File: src/rtl/proc_cmd_sequencer.sv
// Expands one vector command into len back-to-back processor operations with auto-incremented addresses/data.
// Define PROC_SEQ_PERF_CNT_EN to add the saturating ops_issued / cmds_done counters.
module proc_cmd_sequencer #(
   parameter int ADDR_W = 5,
   parameter int DATA_W = 32,
   parameter int LEN_W  = 5
) (
   input  logic              clk,
   input  logic              rst_n,
   input  logic              cmd_valid,
   output logic              cmd_ready,
   input  logic              cmd_mode,
   input  logic [2:0]        cmd_f,
   input  logic [ADDR_W-1:0] cmd_src1,
   input  logic [ADDR_W-1:0] cmd_src2,
   input  logic [ADDR_W-1:0] cmd_dest,
   input  logic [DATA_W-1:0] cmd_data,
   input  logic [LEN_W-1:0]  cmd_len,
   input  logic [2:0]        cmd_inc,
   input  logic              abort,
   output logic              busy,
   output logic              done,
   output logic              mode,
   output logic [2:0]        F,
   output logic [ADDR_W-1:0] read_addr1,
   output logic [ADDR_W-1:0] read_addr2,
   output logic [ADDR_W-1:0] dest_addr,
   output logic [ADDR_W-1:0] store_addr,
   output logic [DATA_W-1:0] store_data
`ifdef PROC_SEQ_PERF_CNT_EN
   ,
   output logic [15:0]       ops_issued,
   output logic [15:0]       cmds_done
`endif
);

   typedef enum logic [1:0] {IDLE, ISSUE, DONE} state_t;
   state_t state, state_nx;

   logic              c_mode;
   logic [2:0]        c_f, c_inc;
   logic [ADDR_W-1:0] c_src1, c_src2, c_dest;
   logic [DATA_W-1:0] c_data;
   logic [LEN_W-1:0]  c_len, k, k_nx;
   logic              accept, last;

   logic              s_mode;
   logic [2:0]        s_f, s_inc;
   logic [ADDR_W-1:0] s_src1, s_src2, s_dest, t_dest;
   logic [DATA_W-1:0] s_data;

   logic              mode_nx;
   logic [2:0]        f_nx;
   logic [ADDR_W-1:0] ra1_nx, ra2_nx, da_nx, sa_nx;
   logic [DATA_W-1:0] sd_nx;

   assign accept = cmd_valid && cmd_ready;
   assign last   = (k == c_len - LEN_W'(1));

   always_ff @(posedge clk) begin
      if (!rst_n) state <= IDLE;
      else        state <= state_nx;
   end

   always_comb begin
      state_nx = state;
      case (state)
         IDLE:    if (accept) state_nx = (cmd_len == '0) ? DONE : ISSUE;
         ISSUE:   if (abort || last) state_nx = DONE;
         DONE:    state_nx = IDLE;
         default: state_nx = IDLE;
      endcase
   end

   // In IDLE the element-0 values come straight from the command inputs so they land at the accept edge.
   always_comb begin
      cmd_ready = (state == IDLE) && rst_n && !abort;
      busy      = (state == ISSUE);
      done      = (state == DONE);
      if (state == IDLE) begin
         s_mode = cmd_mode;  s_f    = cmd_f;    s_inc  = cmd_inc;
         s_src1 = cmd_src1;  s_src2 = cmd_src2; s_dest = cmd_dest;
         s_data = cmd_data;  k_nx   = '0;
      end else begin
         s_mode = c_mode;    s_f    = c_f;      s_inc  = c_inc;
         s_src1 = c_src1;    s_src2 = c_src2;   s_dest = c_dest;
         s_data = c_data;    k_nx   = k + LEN_W'(1);
      end
      t_dest  = s_dest + (s_inc[2] ? ADDR_W'(k_nx) : '0);
      mode_nx = 1'b0;
      f_nx    = '0;
      ra1_nx  = '0;
      ra2_nx  = '0;
      da_nx   = '0;
      sa_nx   = '0;
      sd_nx   = '0;
      if (state_nx == ISSUE) begin
         if (s_mode) begin
            mode_nx = 1'b1;
            sa_nx   = t_dest;
            sd_nx   = s_data + (s_inc[2] ? DATA_W'(k_nx) : '0);
         end else begin
            f_nx   = s_f;
            ra1_nx = s_src1 + (s_inc[0] ? ADDR_W'(k_nx) : '0);
            ra2_nx = s_src2 + (s_inc[1] ? ADDR_W'(k_nx) : '0);
            da_nx  = t_dest;
         end
      end
   end

   always_ff @(posedge clk) begin
      if (!rst_n) begin
         c_mode <= 1'b0; c_f <= '0; c_inc <= '0;
         c_src1 <= '0; c_src2 <= '0; c_dest <= '0;
         c_data <= '0; c_len <= '0; k <= '0;
         mode <= 1'b0; F <= '0; read_addr1 <= '0; read_addr2 <= '0;
         dest_addr <= '0; store_addr <= '0; store_data <= '0;
      end else begin
         if (accept) begin
            c_mode <= cmd_mode; c_f <= cmd_f; c_inc <= cmd_inc;
            c_src1 <= cmd_src1; c_src2 <= cmd_src2; c_dest <= cmd_dest;
            c_data <= cmd_data; c_len <= cmd_len;
         end
         k          <= (state_nx == ISSUE) ? k_nx : '0;
         mode       <= mode_nx;
         F          <= f_nx;
         read_addr1 <= ra1_nx;
         read_addr2 <= ra2_nx;
         dest_addr  <= da_nx;
         store_addr <= sa_nx;
         store_data <= sd_nx;
      end
   end

`ifdef PROC_SEQ_PERF_CNT_EN
   always_ff @(posedge clk) begin
      if (!rst_n) begin
         ops_issued <= '0;
         cmds_done  <= '0;
      end else begin
         if (busy && ops_issued != 16'hFFFF) ops_issued <= ops_issued + 16'd1;
         if (done && cmds_done  != 16'hFFFF) cmds_done  <= cmds_done + 16'd1;
      end
   end
`endif

endmodule

File: config.mk
export PLATFORM = sky130hd
export DESIGN_NAME = proc_cmd_sequencer
export DESIGN_NICKNAME = d
export VERILOG_FILES = /design/src/rtl/proc_cmd_sequencer.sv
export SDC_FILE = /design/constraint.sdc
export NUM_CORES = 1
export LEC_CHECK = 0
export BUFFER_PORTS_ARGS = -buffer_cell sky130_fd_sc_hd__buf_2
export CORE_ASPECT_RATIO = 0.6
export CORE_MARGIN = 1.5
export CORE_UTILIZATION = 56
export CTS_CLUSTER_SIZE = 28
export DETAILED_ROUTE_END_ITERATION = 10
export PLACE_DENSITY_LB_ADDON = 0.08
export SYNTH_ARGS = -nofsm -noshare
export SYNTH_HDL_FRONTEND = slang
export SYNTH_SLANG_ARGS = --single-unit
File: constraint.sdc
create_clock -name clk -period 4.6 [get_ports clk]
set_clock_uncertainty 0.2 [all_clocks]
set_input_delay 0.69 -clock clk [delete_from_list [all_inputs] [get_ports clk]]
set_output_delay 0.69 -clock clk [all_outputs]
set_load 0.02 [all_outputs]
== Word level (Yosys, flattened, before mapping) ==
Index checks and enable logic that the tools add are counted.
Word-level totals
  register bits after elaboration: 122
  output and inout port bits: 59
  input bits: 63
  word-level logic and storage cells: 56
Cells by class
  reductions and logical operators: 10
  bitwise operators: 2
  muxes and demuxes: 17
  add/sub/neg operators: 6
  eq/ne operators: 4
Operators by type and width (number)
  $mux 5: 8
  $add 32x5->32: 1
  $mux 32: 1
  $add 5x5->5: 3
  $mux 2: 3
  $mux 3: 2
  $add 5x1->5 const B: 1
  $eq 5x5->1: 1
  $logic_not 5->1: 1
  $sub 5x1->5 const B: 1
  $eq 2x1->1 const B: 2
  $pmux 2 s2: 1
  $logic_and 1x1->1: 3
  $reduce_and 3->1: 1
  $reduce_or 3->1: 1
  $eq 2x2->1 const B: 1
  $logic_not 2->1: 1
  $mux 1: 2
  $not 1->1: 2
  $reduce_and 2->1: 1
  $logic_not 1->1: 1
  $logic_or 1x1->1: 1

== Longest topological paths before layout ==
  word-level depth: 9
  depth in mapped cells: 16
  gate-level depth less buffers: 11

== Worst setup path after synthesis ==
OpenSTA, ideal clock, no wires.
  path type: register to register
  start: register state[1]
  end: register store_data[20]
  buffers on the path: 6
  period minus slack after synthesis: 3.715 ns
  required time: 4.322 ns
  arrival time: 3.437 ns
  slack: 0.885 ns
  library setup time: 0.078 ns
  cell stages (with the launch flop): 16
  cell sequence: dfxtp_1 -> buf_6 -> nor2_1 -> buf_2 -> buf_2 -> buf_2 -> buf_2 -> nor3b_1 -> ha_1 -> fa_1 -> a211oi_1 -> o21bai_2 -> and3_1 -> buf_4 -> and3_1 -> nor3_1
Between the ends
  cells in the longest elaborated chain, start to end: 8
  elaborated cells between the ends (all ways): 16
  classes of those cells: add/sub: 1; eq/ne: 2; mux: 8; reduce/logical: 5
Ends and longest elaborated chain
  from (decl): line 38  | state_t state, state_nx;
  from (signal assigned): line 62  | else state <= state_nx;
  branches (longest 8 deep; another with $add 32x5->32)
  to (signal assigned): line 131  | store_data <= sd_nx;
  to (decl): line 29  | output logic [DATA_W-1:0] store_data
Parallel ways; which one is timed is not known.
A chain may end at the register's enable or synchronous reset.

== Worst setup path after layout ==
  start: register k[0]
  end: register store_data[27]
Between the ends
  cells in the longest elaborated chain, start to end: 6
  elaborated cells between the ends (all ways): 10
  classes of those cells: add/sub: 2; eq/ne: 2; mux: 4; reduce/logical: 2
Ends and longest elaborated chain
  from (decl): line 44  | logic [LEN_W-1:0] c_len, k, k_nx;
  from (signal assigned): line 124  | k <= (state_nx == ISSUE) ? k_nx : '0;
  branches (longest 6 deep; another with $add 32x5->32)
Parallel ways; which one is timed is not known.

==> summary.txt <==
Power and ir drop
  • Flop pwr share: 39.1%
  • Clk pwr share: 49.9%
  • Sw Ratio: 24.1%
  • Peak supply drop: 287 uV
  • Total power: 2.83 mW
  • P_leak: 3.34 nW
  • Combinational fraction of design power: 11.0%
  • Pint: 2.14 mW
  • Pwr dens: 373 nW/um^2
  • Switching pwr: 0.683 mW

Worst setup path
  • Worst-path maximum fanout: 14
  • CP bufs+invs: 1
  • Crit-path cells: ha_1 > xnor2_1 > nor2_1 > and2_1 > ha_1 > o21ai_0 > o21ai_0 > nand3_1 > buf_4 > o31a_1 > nor3_1
  • Critical path class: reg -> reg
  • Worst setup EP type: flop
  • Crit start category: flop
  • Crit path launch: k[0]
  • CP delay by family, top: simple AND/OR/NAND/NOR gates
  • Max incr delay on CP: 0.64 ns
  • Crit path required time: 4.73 ns
  • CP max stage cell: nand3_1
  • Reg-to-reg startpoint: k[0]
  • CP Data Arrival Time: 4.16 ns

Detailed routing
  • Detailed Route WL: 17900 um
  • Vias per cell: 5.94
  • DRC: 0
  • ANT nets after route: 0
  • Initial DRC Count: 504
  • Avg WL per Cell: 17.7 um
  • Detailed Routing Iterations Pass 1: 5
  • Vias: 6020

Place
  • DP Cell Count: 983
  • Routability-driven placement congestion ratio: 0.884
  • I/O Buffers: 121
  • Post-DP HPWL: 12400 um
  • Cell Area, Placed: 6960 um^2

Flow run
  • Max-cap violation count: 0

Logic synthesis
  • Asr flop ratio synth: 0%
  • Yosys warns: 0
  • Mapped Cells: 761
  • Flops & latches, synth: 122
  • Post-Syn Nets: 847
  • Post-synth cell types: 53
  • Sequential area share after synthesis: 38.6%
  • EDFF count, synth: 0
  • Top FF cell, synth: dfxtp_1
  • Synth area leader: dfxtp_1
  • Cell Area, Synth: 6320 um^2
  • Top cell type's share of synthesized area: 38.6%
  • Syn avg cell area: 8.31 um^2
  • Synth area leaders: dfxtp_1 39%, nand2_1 11%, a21boi_0 7.2%

Global route
  • Global-route wire length before repair: 29100 um
  • Grt met1 use: 45.3%
  • Busiest grt layer: met2
  • Antenna violations before repair: 0
  • Total gr overflow: 0
  • Vias in the first global route: 5671
  • GR met2 Demand/Resource: 45.9%
  • Largest net degree at the start of global routing: 61
  • GRT Overall Usage: 30.9%
  • Met3 usage: 5.98%

Floorplan
  • Die ar.: 12000 um^2
  • Io pins: 122
  • Core box area: 10800 um^2
  • Height of the die: 85.3 um
  • Std cell rows: 29
  • Die width: 140 um
  • Starting Density: 58.7%

Cells and area
  • Fin cells: 1013
  • Share of layout cells above drive strength 1: 20.4%
  • Area Growth Syn to Fin: 19.8%
  • Ant diodes: 0
  • # nets final: 949
  • Fin area: 7580 um^2

Timing
  • Final hold violations: 0
  • Max-Slew Margin vs Limit: 48.8%
  • Max Freq: 248 MHz
  • Tcrit/Tclk final: 87.5%
  • Unrepaired setup endpoints after global routing: no
  • Final setup fails: 0
  • Setup TNS: 0 ns
  • Worst-Margin Slew: 0.768 ns
  • Final Critical Period: 4.02 ns
  • Final Max Tran Viols: 0

Clock tree
  • CTS H-tree lvls: 4
  • Setup Buffers After CTS: 0
  • Clock Latency Late Sink: 0.42 ns
  • Total CTS buffers: 17
  • CTS Hold Bufs: 0
  • Maximum buffer depth of the clock tree: 2
  • Cts repair resizes: 0
  • Clk root buf: clkbuf_16
  • Num Clock Sinks: 122
  • Worst-path clk slew: 0.06 ns
  • CTS tree: yes

Worst hold path
  • Hold Path Origin: c_src2[4]
  • HP Class: reg -> reg

Outcome
  • Status: complete, no violations
==> cell families (layout without fill, tap and decap cells) <==
logic type | after synthesis | in the layout | share of synthesized area (%)
buf+inv | 67 | 180 | 4.91
fa+ha+maj | 23 | 23 | 5.03
flops | 122 | 122 | 38.6
simple gates | 352 | 352 | 26.5
compound gates | 143 | 143 | 16.7
xor+xnor | 22 | 22 | 3.05
mux | 32 | 32 | 5.20
==> per-stage QoR <==
step                hold slack (ns)  setup WS (ns)  utilization, %
finish                        0.261          0.576            70.3
global route                  0.280          0.392            70.3
CTS                           0.266          0.739            70.3
detailed placement            0.258          0.758            64.6
global placement              0.249          0.991            64.6
floorplan                     0.241          0.885               -
==> cell usage after synthesis (all sizes together) (8+ instances only) <==
cell type and instances:
a21oi 13, ha 19, buf 25, nand2 186, o211ai 14, dfxtp 122
and3 11, inv 18, nand4bb 12, a21boi 61, nor2 31, nand3 24
nor3 33, clkbuf 24, xnor2 13, nor3b 8, nor4 10, and2 10
o21ai 13, xor2 9, mux2i 25
==> worst min-delay path: stages, from the launching register on <==
cell and delay (ns):
dfxtp_1 0.30, nand2_1 0.05, a21boi_0 0.06
==> registers in the layout, summed over array words and instances, names as in the netlist <==
register,cells
store_data,32
c_f,3
read_addr2,5
dest_addr,5
mode,1
c_dest,5
read_addr1,5
k,5
c_inc,3
c_len,5
store_addr,5
c_src1,5
state,2
F,3
c_mode,1
c_data,32
c_src2,5
==> per-layer routing <==
| metal | share of wire (%) | wire, um | vias to the layer above |
|---|---|---|---|
| met4 | 1.1 | 204 | 0 |
| met5 | 0 | 0 | - |
| met1 | 48 | 8610 | 2846 |
| met3 | 9.5 | 1690 | 22 |
| met2 | 41 | 7410 | 299 |
| li1 | - | - | 2853 |
==> cells in the final DEF (no fill, tap or decap), types with 17 or more instances in the layout <==
| master | instances |
|---|---|
| nor3_1 | 33 |
| nand3_1 | 22 |
| a21boi_0 | 61 |
| nand2_1 | 186 |
| ha_1 | 19 |
| dfxtp_1 | 122 |
| inv_1 | 18 |
| nor2_1 | 30 |
| clkbuf_16 | 17 |
| mux2i_1 | 25 |
| buf_2 | 121 |
==> layout make-up <==
class                   instances  area [um^2]
clock buffers                  22          474
clock inverters                 8          143
fillers                       868         3200
inverters                      18         67.6
multi-input cells             572         3590
flip-flops and latches        122         2440
well taps                     139          174
repair buffers                132          688
==> worst paths after layout <==
| kind | cells after the start | slack, ns | to |
|---|---|---|---|
| worst min register to register | 2 | 0.26 | c_src2[4] |
| worst min-delay path | 2 | 0.26 | c_src2[4] |
| worst max register to register | 11 | 0.58 | store_data[27] |
| worst max-delay path | 11 | 0.58 | store_data[27] |
==> power by group through the flow <==
stage,clock [mW],combinational [mW],sequential (mW)
after floorplan,0,0.187,1.14
after global placement,0,0.295,1.12
after detailed placement,0,0.301,1.13
after CTS,1.42,0.305,1.10
after global routing,1.47,0.336,1.11
final,1.41,0.311,1.10
Power figures use the tool's default switching activity.
